File: config.mk
export PLATFORM = sky130hd
export DESIGN_NAME = axi_pwm_multi
export DESIGN_NICKNAME = d
export VERILOG_FILES = /design/src/rtl/axi_pwm_multi.sv
export SDC_FILE = /design/constraint.sdc
export NUM_CORES = 2
export LEC_CHECK = 0
export CAP_MARGIN = 20
export CORE_UTILIZATION = 35
export CTS_BUF_LIST = sky130_fd_sc_hd__clkbuf_8
export DETAILED_ROUTE_END_ITERATION = 10
export HOLD_SLACK_MARGIN = 0.05
export PLACE_DENSITY_LB_ADDON = 0.15
export SYNTH_ARGS = -nofsm -noshare
export SYNTH_HDL_FRONTEND = slang
export SYNTH_SLANG_ARGS = --single-unit
File: constraint.sdc
create_clock -name clk -period 68.2 [get_ports clk]
set_input_delay 17.05 -clock clk [delete_from_list [all_inputs] [get_ports clk]]
set_output_delay 17.05 -clock clk [all_outputs]
set_load 0.005 [all_outputs]
File: src/rtl/axi_pwm_multi.sv
// AXI4-Lite multi-channel PWM: shared prescaler, per-channel edge/center counting, shadowed period/duty.
// Optional interrupt block (IRQ_STATUS/IRQ_MASK, irq output) is compiled in with `define PWM_IRQ_EN.
module axi_pwm_multi #(
   parameter int AXI_ADDR_WIDTH  = 6,
   parameter int AXI_DATA_WIDTH  = 32,
   parameter int NUM_CHANNELS    = 8,
   parameter int REG_WIDTH       = 16,
   parameter int PRESCALER_WIDTH = 16
) (
   input  logic                      clk,
   input  logic                      rst,
   input  logic                      axi_awvalid,
   output logic                      axi_awready,
   input  logic [AXI_ADDR_WIDTH-1:0] axi_awaddr,
   input  logic                      axi_wvalid,
   output logic                      axi_wready,
   input  logic [AXI_DATA_WIDTH-1:0] axi_wdata,
   output logic                      axi_bvalid,
   input  logic                      axi_bready,
   input  logic                      axi_arvalid,
   output logic                      axi_arready,
   input  logic [AXI_ADDR_WIDTH-1:0] axi_araddr,
   output logic                      axi_rvalid,
   input  logic                      axi_rready,
   output logic [AXI_DATA_WIDTH-1:0] axi_rdata,
   input  logic                      pwm_enable,
   output logic [NUM_CHANNELS-1:0]   pwm_out,
   output logic                      irq
);
   localparam int CH_BASE = 4;
   localparam int CH_IW   = (NUM_CHANNELS > 1) ? $clog2(NUM_CHANNELS) : 1;
   localparam logic [AXI_ADDR_WIDTH-1:0] ADDR_PRESCALE = AXI_ADDR_WIDTH'(0);
   localparam logic [AXI_ADDR_WIDTH-1:0] ADDR_GCTRL    = AXI_ADDR_WIDTH'(1);
   localparam logic [AXI_ADDR_WIDTH-1:0] ADDR_IRQ_STAT = AXI_ADDR_WIDTH'(2);
   localparam logic [AXI_ADDR_WIDTH-1:0] ADDR_IRQ_MASK = AXI_ADDR_WIDTH'(3);

   logic                       awready_r, bvalid_r, arready_r, rvalid_r, irq_r;
   logic [AXI_DATA_WIDTH-1:0]  rdata_r, rd_data_s;
   logic [PRESCALER_WIDTH-1:0] prescale_r, pre_cnt_r;
   logic                       global_en_r;
   logic [NUM_CHANNELS-1:0]    ch_en_r, ch_center_r, ch_inv_r, dir_down_r, boundary_s, pwm_r;
   logic [REG_WIDTH-1:0]       period_r [NUM_CHANNELS];
   logic [REG_WIDTH-1:0]       duty_r [NUM_CHANNELS];
   logic [REG_WIDTH-1:0]       period_sh_r [NUM_CHANNELS];
   logic [REG_WIDTH-1:0]       duty_sh_r [NUM_CHANNELS];
   logic [REG_WIDTH-1:0]       cnt_r [NUM_CHANNELS];
   logic                       wr_en_s, force_upd_s, run_s, tick_s;
   logic                       wr_ch_sel_s, rd_ch_sel_s, unused_wdata_s;
   logic [CH_IW-1:0]           wr_ch_s, rd_ch_s;
   logic [1:0]                 wr_fld_s, rd_fld_s;
   int                         wr_off_s, rd_off_s;

   assign axi_awready = awready_r;
   assign axi_wready  = awready_r;
   assign axi_bvalid  = bvalid_r;
   assign axi_arready = arready_r;
   assign axi_rvalid  = rvalid_r;
   assign axi_rdata   = rdata_r;
   assign pwm_out     = pwm_r;
   assign irq         = irq_r;

   assign wr_en_s        = awready_r & axi_awvalid & axi_wvalid;
   assign force_upd_s    = wr_en_s & (axi_awaddr == ADDR_GCTRL) & axi_wdata[1];
   assign run_s          = pwm_enable & global_en_r;
   assign tick_s         = run_s & (pre_cnt_r >= prescale_r);
   assign unused_wdata_s = ^axi_wdata;

   // Channel registers sit at 4+3i; split the word index into channel and field
   assign wr_off_s    = int'(axi_awaddr) - CH_BASE;
   assign wr_ch_sel_s = (wr_off_s >= 0) && (wr_off_s < 3 * NUM_CHANNELS);
   assign wr_ch_s     = CH_IW'(wr_off_s / 3);
   assign wr_fld_s    = 2'(wr_off_s % 3);
   assign rd_off_s    = int'(axi_araddr) - CH_BASE;
   assign rd_ch_sel_s = (rd_off_s >= 0) && (rd_off_s < 3 * NUM_CHANNELS);
   assign rd_ch_s     = CH_IW'(rd_off_s / 3);
   assign rd_fld_s    = 2'(rd_off_s % 3);

   // AXI handshakes: one-cycle ready pulses, valid held until the master takes it
   always_ff @(posedge clk or posedge rst) begin
      if (rst) begin
         awready_r <= 1'b0;
         bvalid_r  <= 1'b0;
         arready_r <= 1'b0;
         rvalid_r  <= 1'b0;
         rdata_r   <= '0;
      end else begin
         awready_r <= axi_awvalid & axi_wvalid & ~bvalid_r & ~awready_r;
         if (wr_en_s) begin
            bvalid_r <= 1'b1;
         end else if (axi_bready) begin
            bvalid_r <= 1'b0;
         end
         arready_r <= axi_arvalid & ~rvalid_r & ~arready_r;
         if (arready_r && axi_arvalid) begin
            rvalid_r <= 1'b1;
            rdata_r  <= rd_data_s;
         end else if (axi_rready) begin
            rvalid_r <= 1'b0;
         end
      end
   end

   // Register file writes on the write-handshake edge
   always_ff @(posedge clk or posedge rst) begin
      if (rst) begin
         prescale_r  <= '0;
         global_en_r <= 1'b0;
         ch_en_r     <= '0;
         ch_center_r <= '0;
         ch_inv_r    <= '0;
         for (int i = 0; i < NUM_CHANNELS; i++) begin
            period_r[i] <= '0;
            duty_r[i]   <= '0;
         end
      end else if (wr_en_s) begin
         if (axi_awaddr == ADDR_PRESCALE) begin
            prescale_r <= axi_wdata[PRESCALER_WIDTH-1:0];
         end else if (axi_awaddr == ADDR_GCTRL) begin
            global_en_r <= axi_wdata[0];
         end else if (wr_ch_sel_s) begin
            case (wr_fld_s)
               2'd0: begin
                  ch_en_r[wr_ch_s]     <= axi_wdata[0];
                  ch_center_r[wr_ch_s] <= axi_wdata[1];
                  ch_inv_r[wr_ch_s]    <= axi_wdata[2];
               end
               2'd1:    period_r[wr_ch_s] <= axi_wdata[REG_WIDTH-1:0];
               2'd2:    duty_r[wr_ch_s]   <= axi_wdata[REG_WIDTH-1:0];
               default: ;
            endcase
         end
      end
   end

`ifdef PWM_IRQ_EN
   logic [NUM_CHANNELS-1:0] irq_status_r, irq_mask_r, irq_clr_s;
   assign irq_clr_s = (wr_en_s && axi_awaddr == ADDR_IRQ_STAT) ? axi_wdata[NUM_CHANNELS-1:0] : '0;

   // W1C status with set priority; irq is the registered OR of masked status
   always_ff @(posedge clk or posedge rst) begin
      if (rst) begin
         irq_status_r <= '0;
         irq_mask_r   <= '0;
         irq_r        <= 1'b0;
      end else begin
         irq_status_r <= (irq_status_r & ~irq_clr_s) | boundary_s;
         if (wr_en_s && axi_awaddr == ADDR_IRQ_MASK) begin
            irq_mask_r <= axi_wdata[NUM_CHANNELS-1:0];
         end
         irq_r <= |(irq_status_r & irq_mask_r);
      end
   end
`else
   // Interrupt logic absent: irq stays low
   always_ff @(posedge clk or posedge rst) begin
      if (rst) begin
         irq_r <= 1'b0;
      end else begin
         irq_r <= 1'b0;
      end
   end
`endif

   // Read mux; PERIOD/DUTY return the programmed value, not the live shadow
   always_comb begin
      rd_data_s = '0;
      if (axi_araddr == ADDR_PRESCALE) begin
         rd_data_s = AXI_DATA_WIDTH'(prescale_r);
      end else if (axi_araddr == ADDR_GCTRL) begin
         rd_data_s = AXI_DATA_WIDTH'(global_en_r);
`ifdef PWM_IRQ_EN
      end else if (axi_araddr == ADDR_IRQ_STAT) begin
         rd_data_s = AXI_DATA_WIDTH'(irq_status_r);
      end else if (axi_araddr == ADDR_IRQ_MASK) begin
         rd_data_s = AXI_DATA_WIDTH'(irq_mask_r);
`endif
      end else if (rd_ch_sel_s) begin
         case (rd_fld_s)
            2'd0:    rd_data_s = AXI_DATA_WIDTH'({ch_inv_r[rd_ch_s], ch_center_r[rd_ch_s], ch_en_r[rd_ch_s]});
            2'd1:    rd_data_s = AXI_DATA_WIDTH'(period_r[rd_ch_s]);
            2'd2:    rd_data_s = AXI_DATA_WIDTH'(duty_r[rd_ch_s]);
            default: rd_data_s = '0;
         endcase
      end else begin
         rd_data_s = '0;
      end
   end

   // Shared prescaler, held at zero while not running
   always_ff @(posedge clk or posedge rst) begin
      if (rst) begin
         pre_cnt_r <= '0;
      end else if (!run_s || tick_s) begin
         pre_cnt_r <= '0;
      end else begin
         pre_cnt_r <= pre_cnt_r + PRESCALER_WIDTH'(1);
      end
   end

   // Period boundary per channel
   always_comb begin
      boundary_s = '0;
      for (int i = 0; i < NUM_CHANNELS; i++) begin
         if (!tick_s || !ch_en_r[i]) begin
            boundary_s[i] = 1'b0;
         end else if (period_sh_r[i] == '0) begin
            boundary_s[i] = 1'b1;
         end else if (ch_center_r[i]) begin
            boundary_s[i] = dir_down_r[i] & (cnt_r[i] == '0);
         end else begin
            boundary_s[i] = cnt_r[i] >= period_sh_r[i];
         end
      end
   end

   // Counters, shadows and outputs. Center mode holds each end value for two ticks
   // (0..P-1, P-1..0) so the active window is symmetric: 2*duty ticks of a 2*period cycle.
   always_ff @(posedge clk or posedge rst) begin
      if (rst) begin
         dir_down_r <= '0;
         pwm_r      <= '0;
         for (int i = 0; i < NUM_CHANNELS; i++) begin
            cnt_r[i]       <= '0;
            period_sh_r[i] <= '0;
            duty_sh_r[i]   <= '0;
         end
      end else begin
         for (int i = 0; i < NUM_CHANNELS; i++) begin
            if (!ch_en_r[i] || !run_s) begin
               cnt_r[i]      <= '0;
               dir_down_r[i] <= 1'b0;
            end else if (tick_s) begin
               if (period_sh_r[i] == '0) begin
                  cnt_r[i]      <= '0;
                  dir_down_r[i] <= 1'b0;
               end else if (!ch_center_r[i]) begin
                  cnt_r[i]      <= boundary_s[i] ? '0 : cnt_r[i] + REG_WIDTH'(1);
                  dir_down_r[i] <= 1'b0;
               end else if (!dir_down_r[i]) begin
                  if (cnt_r[i] >= period_sh_r[i] - REG_WIDTH'(1)) begin
                     dir_down_r[i] <= 1'b1;
                  end else begin
                     cnt_r[i] <= cnt_r[i] + REG_WIDTH'(1);
                  end
               end else if (cnt_r[i] == '0) begin
                  dir_down_r[i] <= 1'b0;
               end else begin
                  cnt_r[i] <= cnt_r[i] - REG_WIDTH'(1);
               end
            end
            if (boundary_s[i] || force_upd_s || !ch_en_r[i]) begin
               period_sh_r[i] <= period_r[i];
               duty_sh_r[i]   <= duty_r[i];
            end
            pwm_r[i] <= ((cnt_r[i] < duty_sh_r[i]) & ch_en_r[i] & run_s) ^ ch_inv_r[i];
         end
      end
   end
endmodule

### After elaboration in Yosys (flattened, before gate mapping)

Index checks and enable logic that the tools add are counted.
Widths: inputs -> output; s select.

* muxes and demuxes: 174
* $mul: 0
* div/mod/pow operators: 4
* magnitude comparators: 35
* add/subtract/negate cells: 27
* eq/ne operators: 22
* bitwise logic cells: 51
* shifts and indexed selects: 0
* reductions and logical operators: 91

Operator list (number)
* $mux 16: 70
* $ge 16x16->1: 17
* $bwmux 128: 2
* $logic_not 16->1: 16
* $sub 16x1->16 const B: 16
* $add 16x1->16 const B: 9
* $lt 16x16->1: 8
* $bmux 16 s3: 2
* $mux 32: 3
* $mux 1: 88
* $div 32x3->32 const B: 2
* $mod 32x3->32 const B: 2
* $demux 16 s3: 1
* $pmux 16 s3: 1
* $ne 5x4->1 const B: 8
* $ne 5x5->1 const B: 8
* $and 1x1->1: 35
* $logic_or 1x1->1: 33
* $reduce_and 3->1: 9
* $bwmux 8: 3
* $reduce_bool 2->1: 10
* $reduce_and 5->1: 3
* $ge 7x1->1 const B: 2
* $lt 7x6->1 const B: 2
* other kinds (18): 54

* register bits after elaboration: 749
* output and inout port bits: 46
* bits in latches: 0
* bits of input ports: 52
* memory bits (read-only): 0
* memory bits (writable): 0
* word-level logic and storage cells: 464
* memories kept: 0

### Depth between registers and ports, before layout

* depth after elaboration: 10
* gate-level depth with buffers: 31
* gate-level depth less buffers: 27

### Worst setup path after synthesis

No wires, ideal clock.

* path type: input-to-reg
* start: input axi_awaddr[2]
* end: register duty_r[80] in the netlist's numbering
* setup slack: 45.300 ns
* required time: 68.075 ns
* arrival: 22.775 ns
* library setup time: 0.125 ns
* path buffers: 3
* cell stages on the path: 26
* path through: inv_1 > ha_1 > or3b_1 > buf_4 > nor2_1 > xnor3_1 > mux2i_1 > inv_1 > ha_1 > inv_1 > o221a_4 > xnor2_2 > ha_1 > a2111oi_4 > xnor2_4 > ha_1 > a21oi_1 > o31a_1 > buf_4 > ha_1 > nor2_1 > xor2_1 > nand2_1 > nor3b_2 > buf_4 > mux2_2

* word-level cells in the longest chain between the ends: 8
* elaborated cells on any way between the ends: 19
* classes of those cells: add/sub (1); div (2); order compare (4); eq/ne (2); mux (3); bitwise (3); reduce/logical (4)

Ends and longest elaborated chain
* start: declaration: RTL line 14 `input logic [AXI_ADDR_WIDTH-1:0] axi_awaddr,`
* $sub 6x3->7: RTL line 69 `assign wr_off_s = int'(axi_awaddr) - CH_BASE;`
* $div 32x3->32: RTL line 71 `assign wr_ch_s = CH_IW'(wr_off_s / 3);`
* $not 3->4 (implied by the code): RTL line 128 `2'd2: duty_r[wr_ch_s] <= axi_wdata[REG_WIDTH-1:0];`
* $ge 4x4->1 (implied by the code) or $lt 4x1->1 (tied branches): RTL line 128
* $logic_and 1x1->1 (implied by the code): RTL line 128
* $mux 16 (implied by the code): RTL line 128
* $demux 16 s3: RTL line 128
* $bwmux 128: RTL line 128
* end signal: indexed assignment: RTL line 128
* end: declaration: RTL line 43 `logic [REG_WIDTH-1:0] duty_r [NUM_CHANNELS];`

Parallel ways exist; a longest one is shown, timed or not.
A chain may end at the register's enable or synchronous reset.

### Worst setup path after layout

* start: input axi_araddr[0]
* end: register rdata_r[0] (netlist: axi_rdata[0])

* word-level cells in the longest chain between the ends: 10
* elaborated cells on any way between the ends: 24
* classes of those cells: add/sub (1); div (2); order compare (2); eq/ne (3); mux (12); bitwise (1); reduce/logical (3)

Ends and longest elaborated chain
* start: declaration: RTL line 22 `input logic [AXI_ADDR_WIDTH-1:0] axi_araddr,`
* $sub 6x3->7: RTL line 73 `assign rd_off_s = int'(axi_araddr) - CH_BASE;`
* $div 32x3->32: RTL line 75 `assign rd_ch_s = CH_IW'(rd_off_s / 3);`
* $not 3->4 (implied by the code): RTL line 180, 181
* $bmux 16 s3, on equally long branches: RTL line 181, 180
* $mux 16, on equally long branches (2 in a row): RTL line 181, 180
* $pmux 16 s3: RTL line 178 `case (rd_fld_s)`
* $mux 32: RTL line 177 `end else if (rd_ch_sel_s) begin`
* $mux 32: RTL line 169 `end else if (axi_araddr == ADDR_GCTRL) begin`
* $mux 32 *: RTL line 167 `if (axi_araddr == ADDR_PRESCALE) begin`
* end signal: assignment: RTL line 96 `rdata_r <= rd_data_s;`
* end: declaration: RTL line 38 `logic [AXI_DATA_WIDTH-1:0] rdata_r, rd_data_s;`

Mark *: on every way between the ends. The rest lies on a longest branch, timed or not. The select of a mux whose other input is x is not followed.

==> flow_summary.toml <==
[critical_path]
r2r-start = "pre_cnt_r[0]"
path_class = "input port to flop"
cp_data_arrival_time_ps = 27530
path_common_cell = "ha_1"
worstRegToRegCells = 14
slowest_delay_ps = 890
rrSetupSlack_ps = 63350
cp_max_fo = 55
worstReg2RegEnd = "period_sh_r[63]"
critPathSlowestCell = "clkdlybuf4s50_1"
start_kind = "input port"
worst_setup_path_end_kind = "flop"
required_ps = 68920

[floorplan]
rows = 134
initial_utilization = 0.354
fp.dieH_um = 370
die_w_um = 370
die_area_sq_um = 137000
io_pins = 98
core_sq_um = 134000

[logic_synthesis]
synth_cell_type_count = 101
synth_edf_count = 0
synth_area_sq_um = 47400
synth-async-reset-ratio = 1.00
synth-seq-area-share = 0.387
ys_warn_count = 0
yosys_most_used_dff = "dfrtp_1"
ys_ff_latch = 733
synth.avg_cell_area_sq_um = 10.0
synthCells = 4742

[hold_path]
hold_end = "axi_awready"
min_from = "axi_bvalid"
hold_class = "flop to flop"
whs_path_depth = 1

[detailed_routing]
drt_iter0_drc = 2817
dr.pass1.iters = 5
routed_wl_um = 155000
vias = 36600
drc_errors = 0
vias_per_cell = 5.45
ant_nets = 0
wire_per_inst_um = 23.1

[power_and_ir_drop]
comb_power_share = 0.226
seqPwrFrac = 0.396
internal_power_mw = 0.822
p_per_area_nw_per_um2 = 23.2
p_total_mw = 1.23
ir_worst_vdd_mv = 0.0145
p_sw_mw = 0.404
leakagePower_nw = 25.7
clock_power_share = 0.378
switching_share = 0.330

[cells_and_area]
fill_cells = 13300
final_common_cell = "dfrtp_1"
mostFrequentLayoutCells = "dfrtp_1, mux2_2, ha_1"
layoutNonFillerInstCount = 6706
regArea_sq_um = 18300
multi_input_area_sq_um = 26900
drive_gt1_frac = 0.171
fin_nets = 5328
fin_util = 0.395
syn_to_final_growth_pct = 11.6

[clocking]
clk_pin_slew_ps = 60
clockRootBuffer = "clkbuf_8"
numCtsBuffers = 144
cts_tree = "done"
clock_path_buffers = 3
cts_setup_buffers = 0
insertion_delay_ps = 880
cts.htree.levels = 4
ctsHoldBuffers = 0
clock_sinks = 733
post_cts_resized = 0

[place]
dp_slack_ps = 40920
dp_cells = 6458
hpwl_um = 114000
routabilityCongestion = 0.930
port_buffers = 64

[sta]
fin_skew_ps = 75.2
setup_ws_ps = 41380
relSlewSlack = 0.301
totalNegativeSetupSlack_ps = 0
finalHoldViolations = 0
max_slew.worst_pin.slew_ps = 1040
fmax_mhz = 37.3
drv_slew = 0
finalSetupViolCount = 0
fin_crit_sh = 0.393
min_period_ps = 26820
rsz0062_at_grt = "false"

[global_route]
grt_max_degree = 153
grt_pass1_wl_um = 233000
globalRouteOverflowTotal = 0
antenna_found_initial = 12
first_global_vias = 35800
grt_use_total = 0.227

[flow_run]
max_cap_violations = 0

[outcome]
outcome = "complete, no violations"
==> cell type report <==
| cell class | instances | share of cell area |
|---|---|---|
| Multi-Input combinational cell | 3460 | 0.508 |
| Clock buffer | 166 | 0.0432 |
| Timing Repair Buffer | 127 | 0.0214 |
| Tap cell | 1768 | 0.0418 |
| Clock inverter | 80 | 0.0122 |
| Antenna cell | 2 | 0.0000946 |
| Inverter | 370 | 0.0264 |
| Sequential cell | 733 | 0.347 |
==> critical path: cells and delay by family <==
family | cells | cell delay [ps]
buffers and inverters | 7 | 3750
AOI/OAI and AO/OA | 5 | 1250
adders and majority gates | 5 | 1780
xor gates and xnor gates | 4 | 1600
muxes | 2 | 1140
and+or+nand+nor | 4 | 840
==> power groups by stage <==
stage / logic, mW / clock network, mW / registers [mW]
after floorplan: 0.199 / 0 / 0.476
after global placement: 0.271 / 0 / 0.493
after detailed placement: 0.274 / 0 / 0.494
after CTS: 0.276 / 0.479 / 0.486
after global routing: 0.304 / 0.498 / 0.487
final: 0.277 / 0.464 / 0.485
==> synthesized netlist by cell type, types with 46 or more instances <==
master	number	area, sq um
a21oi_1	153	766
nand3_1	109	546
and3_1	78	488
ha_1	440	5510
mux2_2	507	5710
clkbuf_1	124	465
nand2_1	340	1280
o21ai_0	250	1250
inv_1	370	1390
mux2i_1	121	1210
o21a_1	46	345
nand4_1	64	400
nand2b_1	47	294
o31ai_1	65	488
nor2_1	246	923
dfrtp_1	733	18300
a21o_1	138	1040
nor2b_1	63	394
nor3_1	128	641
nor4_1	64	400
xnor2_1	126	1100
==> layer usage <==
layer  share of wire  vias to the layer above  GRT usage
met5               0                        -          0
met4           0.023                        0     0.0623
met3           0.056                      190     0.0426
met2            0.46                      804      0.360
met1            0.46                    18300      0.314
li1                -                    17300          -
==> flip-flops by register name, indices dropped and copies added (netlist names), 8 cells and up <==
name         count
ch_inv_r         8
prescale_r      16
pwm_out          8
dir_down_r       8
period_r       128
ch_en_r          8
duty_r         128
pre_cnt_r       16
period_sh_r    128
cnt_r          128
duty_sh_r      128
ch_center_r      8
axi_rdata       16
==> worst max-delay path by stage <==
stage | from | to | slack (ps) | depth (start not counted)
after CTS | axi_araddr[0] | axi_rdata[0] | 41810 | 27
after detailed placement | axi_araddr[0] | axi_rdata[0] | 40920 | 27
after floorplan | rst | axi_arready | 30580 | 1
after global placement | axi_araddr[0] | axi_rdata[0] | 41000 | 27
final | axi_araddr[0] | axi_rdata[0] | 41380 | 27
after global routing | axi_araddr[0] | axi_rdata[0] | 40990 | 27
==> logic make-up after synthesis <==
kind of cell,Yosys count,share of synthesized area
fa+ha+maj,440,0.116
compound gates,943,0.133
mux,652,0.153
flops,733,0.387
simple gates,1260,0.134
buf+inv,565,0.0486
other cells,1,0.0000791
xor+xnor,148,0.0285
==> through the flow <==
stage,area (sq um),hold WS (ps)
finish,52900,465
global route,52900,487
CTS,52900,467
detailed placement,50000,460
global placement,50000,447
floorplan,47500,449
Power figures use the tool's default switching activity.
